File: src/rtl/fft_peak_find.sv
// Scans bins 1 .. N/2-1 of a finished FFT frame, one bin per clock, and reports
// the bin with the largest Re^2 + Im^2 (lowest index wins ties).
module fft_peak_find #(
    parameter int bit_width  = 16,
    parameter int N          = 512,
    parameter int addr_width = 9
) (
    input  logic                     clk,
    input  logic                     reset,
    input  logic                     start,
    input  logic [2*bit_width-1:0]   threshold,
    output logic                     rd_en,
    output logic [addr_width-1:0]    rd_addr,
    input  logic [2*bit_width-1:0]   rd_data,
    output logic                     busy,
    output logic                     done,
    output logic [addr_width-1:0]    peak_bin,
    output logic [2*bit_width-1:0]   peak_mag,
    output logic                     peak_valid
);

    localparam int mag_width = 2 * bit_width;
    localparam logic [addr_width-1:0] last_bin = addr_width'(N / 2 - 1);

    typedef enum logic [1:0] {IDLE, SCAN, DRAIN, DONE} state_t;

    state_t state;
    state_t state_next;

    logic                  accept;
    logic                  data_valid_q;
    logic [addr_width-1:0] data_bin_q;
    logic                  first_q;
    logic [mag_width-1:0]  thr_q;
    logic [mag_width-1:0]  max_mag;
    logic [addr_width-1:0] max_bin;

    logic [mag_width-1:0]  re_ext;
    logic [mag_width-1:0]  im_ext;
    logic [mag_width-1:0]  cur_mag;
    logic                  take;
    logic [mag_width-1:0]  final_mag;
    logic [addr_width-1:0] final_bin;

    assign accept = (state == IDLE) && start;
    assign rd_en  = (state == SCAN);
    assign busy   = (state != IDLE);
    assign done   = (state == DONE);

    // NOTE: sequential state uses non-blocking assignments so every register samples pre-edge values.
    always_ff @(posedge clk or posedge reset) begin
        if (reset) state <= IDLE;
        else       state <= state_next;
    end

    // NOTE: defaults first so no path through the block leaves a signal unassigned (no latch).
    always_comb begin
        state_next = state;
        case (state)
            IDLE:    if (start) state_next = SCAN;
            SCAN:    if (rd_addr == last_bin) state_next = DRAIN;
            DRAIN:   state_next = DONE;
            DONE:    state_next = IDLE;
            default: state_next = IDLE;
        endcase
    end

    // Squares of sign-extended components fit the low mag_width bits exactly:
    // the largest possible sum is 2^(mag_width-1), so dropping the carry loses nothing.
    always_comb begin
        re_ext  = {{bit_width{rd_data[mag_width-1]}}, rd_data[mag_width-1:bit_width]};
        im_ext  = {{bit_width{rd_data[bit_width-1]}}, rd_data[bit_width-1:0]};
        cur_mag = re_ext * re_ext + im_ext * im_ext;
    end

    // Strictly-greater replacement keeps the earliest bin on ties; bin 1 loads unconditionally.
    always_comb begin
        take      = data_valid_q && (first_q || (cur_mag > max_mag));
        final_mag = take ? cur_mag : max_mag;
        final_bin = take ? data_bin_q : max_bin;
    end

    always_ff @(posedge clk or posedge reset) begin
        if (reset) begin
            rd_addr      <= '0;
            data_valid_q <= 1'b0;
            data_bin_q   <= '0;
            first_q      <= 1'b0;
            thr_q        <= '0;
            max_mag      <= '0;
            max_bin      <= '0;
            peak_bin     <= '0;
            peak_mag     <= '0;
            peak_valid   <= 1'b0;
        end else begin
            data_valid_q <= rd_en;
            data_bin_q   <= rd_addr;

            if (accept) begin
                rd_addr <= addr_width'(1);
                thr_q   <= threshold;
                first_q <= 1'b1;
            end else if (state == SCAN) begin
                rd_addr <= (rd_addr == last_bin) ? '0 : rd_addr + addr_width'(1);
            end

            if (data_valid_q) begin
                first_q <= 1'b0;
                max_mag <= final_mag;
                max_bin <= final_bin;
            end

            // The last datum arrives in DRAIN, so the result is folded in on the way to DONE.
            if (state == DRAIN) begin
                peak_bin   <= final_bin;
                peak_mag   <= final_mag;
                peak_valid <= (final_mag >= thr_q);
            end
        end
    end

endmodule

File: config.mk
export PLATFORM = sky130hd
export DESIGN_NAME = fft_peak_find
export DESIGN_NICKNAME = d
export VERILOG_FILES = /design/src/rtl/fft_peak_find.sv
export SDC_FILE = /design/constraint.sdc
export NUM_CORES = 2
export LEC_CHECK = 0
export BUFFER_PORTS_ARGS = -buffer_cell sky130_fd_sc_hd__buf_2
export CAP_MARGIN = 15
export CORE_MARGIN = 5
export CORE_UTILIZATION = 56
export DETAILED_ROUTE_END_ITERATION = 6
export PLACE_DENSITY = 0.77
export SLEW_MARGIN = 20
export SYNTH_ARGS = -nofsm -noshare
export SYNTH_HDL_FRONTEND = slang
export SYNTH_SLANG_ARGS = --single-unit
File: constraint.sdc
create_clock -name clk -period 4.8 [get_ports clk]
set_input_delay 0.72 -clock clk [delete_from_list [all_inputs] [get_ports clk]]
set_output_delay 0.72 -clock clk [all_outputs]
set_load 0.1 [all_outputs]
==> metrics.md <==
| Metric | Value |
|---|---|
| Status | complete, but fails checks |
| Failing checks | negative setup slack |
| Row Count | 77 |
| Main combinational cell family by area after synthesis | adder cells |
| EDFF count, synth | 0 |
| CTS Sinks | 137 |
| Initial Utilization | 0.564 |
| Final GP Congestion | 0.930 |
| Synth top area share | 0.418 |
| Sequential cell area | 3430 um^2 |
| Slew @ Worst Pin | 0.984 ns |
| Syn Inst Count | 2449 |
| Main synth FF type | dfrtp_1 |
| Synth cell types | 64 |
| Ratio of cells with drive above 1 in the final layout | 0.285 |
| DRT Pass-1 Iters | 7 |
| Final instance area | 31100 um^2 |
| Chip width | 221 um |
| Clk buf depth | 2 |
| Clock Skew | 0.0114 ns |
| Reported max-cap violation count | 0 |
| Via count | 18849 |
| Starting DRC count in detailed routing | 1183 |
| IO buf count | 120 |
| Yosys top cell by area | fa_1 |
| Setup violators final | 83 |
| Util after Layout | 0.706 |
| Post-Synth Adder-Cell Area | 0.526 |
| Reg-to-Reg Start | max_mag[2] |
| Fin worst setup slack | -5.74 ns |
| RSZ-0062 raised after global routing | yes |
| Worst r2r dst | peak_valid |
| CP endpoint | peak_valid |
| CP arrival | 10.87 ns |
| Crit path max-delay cell type | fa_2 |
| Clk Tree Root Cell | clkbuf_16 |
| Residual DRC count | 0 |
| Post-DP Area | 28800 um^2 |
| Hold/Removal Path Class | input pin to asynchronous set/reset pin |
| Commonest non-fill, non-tap cell in the layout | inv_1 |
| Routed len/inst | 18.8 um |
| CTS tree | yes |
| R2R depth | 17 |
| Hold slack final | 0.465 ns |
| Clock latency at the later pin of the worst-skew pair | 0.44 ns |
| Dpl ws | -6.26 ns |
| GRT Total Usage | 0.277 |
| Clock Pin Slew Worst Setup and Hold Paths | 0.06 ns |
| Die Area | 48800 um^2 |
| Mux cell area share after synthesis | 0.0593 |
| Routed wire length | 66.8 mm |
| Nets | 3748 |
| Worst-path fanout max | 7 |
| Mapped cell area | 24900 um^2 |
| Worst setup path category | input pin to flip-flop |
| Flops & latches, synth | 137 |
| Crit path from | rd_data[19] |
| Worst slew margin relative to its limit | 0.344 |
| FILL cells | 2889 |
| Largest net degree at the start of global routing | 106 |
| Final Max Tran Viols | 0 |
| Multi-input gate area | 19200 um^2 |
| Register area share after synthesis | 0.138 |
| I/O pin total | 121 |
| Cell mode on critical path | fa_1 |
| Ys async rst share | 1.00 |
| DP Wirelength | 51.7 mm |
| Inserted Clock Buffers | 17 |
| Simple-gate area share of the yosys netlist | 0.0861 |
| Hold buffers post-CTS | 0 |
| Final antenna-violating net count | 0 |
| CP required | 5.13 ns |
| Post-route minimum period | 10.54 ns |
| Die Y | 221 um |
| H-tree Lvls | 4 |
| Xor and xnor fraction of the mapped netlist area | 0.0225 |
| Syn Area/Cell | 10.2 um^2 |
| Total number of yosys warnings | 0 |
| Compound-Gate Fraction of Synth Area | 0.0460 |
| Syn nets | 3251 |
| Vias in the first global route | 21224 |
| Remaining Overflow, GRT | 0 |
| Synth top area cells | fa_1 42%, dfrtp_1 14%, inv_1 11% |
| Initial antenna violation count | 0 |
| Layout area overhead | 25.2% |
| CP Capture Type | flip-flop |
| Most frequent cells in the layout | 701 x inv_1, 499 x fa_1, 360 x buf_4, 192 x ha_1, 177 x nand2_1 |
| Final Cycle Share | 2.20 |
| First-pass GRT wire length | 107 mm |
| Reg-to-reg slack, setup | 0.15 ns |
| Max incr delay on CP | 0.64 ns |
| Floorplan core area | 44100 um^2 |
| Inserted Diodes | 0 |
| Final Hold Vio Count | 0 |
| Critical path startpoint category | input pin |
| Max Freq | 94.9 MHz |
| DR vias/cell | 5.31 |
==> cells by family after synthesis <==
kind of cell,after synthesis
XOR/XNOR,64
adder cells (fa/ha/maj),735
AO/OA/AOI/OAI,177
other,1
multiplexers,111
flip-flops,137
buffers and inverters,788
AND/OR/NAND/NOR,436
==> layout make-up <==
cell class / count / area share
inverters: 723 / 0.0877
clock inverters: 14 / 0.00586
well taps: 592 / 0.0238
clock buffers: 18 / 0.0138
multi-input cells: 1524 / 0.616
flip-flops and latches: 137 / 0.110
repair buffers: 543 / 0.142
==> metrics by stage <==
stage / setup TNS [ns] / instances
2_1_floorplan: -319.86 / 2449
3_3_place_gp: -368.11 / 3437
3_5_place_dp: -387.30 / 3437
4_1_cts: -333.54 / 3533
5_1_grt: -373.62 / 3551
6_report: -355.62 / 3551
==> critical path, delay by kind of cell <==
family	cells	cell delay, ns
AO/OA/AOI/OAI	11	2.29
XOR/XNOR	1	0.15
AND/OR/NAND/NOR	6	1.33
multiplexers	1	0.35
buffers and inverters	10	1.03
adder cells (fa/ha/maj)	11	4.99
==> layer usage <==
metal  routed length (um)  up-vias  global-route usage
met4                 3020        0               0.104
met3                 3970      223              0.0358
met2                34200      747               0.491
met1                25600     9629               0.348
li1                     -     8250                   -
met5                    0        -                   0
==> state kept, by name (all words and copies together) (netlist names) <==
| name | count |
|---|---|
| data_valid_q | 1 |
| peak_mag | 32 |
| max_mag | 32 |
| first_q | 1 |
| peak_valid | 1 |
| max_bin | 9 |
| rd_addr | 9 |
| peak_bin | 9 |
| data_bin_q | 9 |
| thr_q | 32 |
| state | 2 |
==> worst min-delay path by stage <==
stage | start | depth (start not counted) | endpoint | slack (ns)
6_report | reset | 2 | thr_q[3] | 0.47
5_1_grt | rd_addr[8] | 0 | data_bin_q[8] | 0.47
4_1_cts | rd_addr[8] | 0 | data_bin_q[8] | 0.48
3_5_place_dp | rd_addr[4] | 0 | data_bin_q[4] | 0.46
3_3_place_gp | rd_addr[8] | 0 | data_bin_q[8] | 0.45
2_1_floorplan | data_valid_q | 1 | first_q | 0.40
==> cells in the mapped netlist, types with 5 or more instances <==
cell / number
a211oi_1: 7
a21o_1: 30
a21oi_1: 33
a31o_2: 7
a31oi_1: 7
and2_1: 108
buf_2: 5
clkbuf_1: 55
dfrtp_1: 137
fa_1: 520
ha_1: 215
inv_1: 721
mux2_2: 44
mux2_4: 62
mux2i_1: 5
nand2_1: 190
nand2b_1: 23
nand3_1: 11
nand4_1: 11
nor2_1: 47
nor2b_1: 14
nor3_1: 11
o211ai_1: 5
o21ai_0: 53
xnor2_1: 47
xor2_1: 17
==> timing repair <==
| action | 4_1_cts | 5_1_grt |
|---|---|---|
| buffers inserted | 61 | 19 |
| gates cloned | 3 | 1 |
| pin swaps | 47 | 74 |
| setup endpoints to repair | 83 | 83 |
| resized for setup | 193 | 66 |
Power is not shown: default switching activity piles up to over one toggle a cycle in this logic, so the estimate is an artifact.
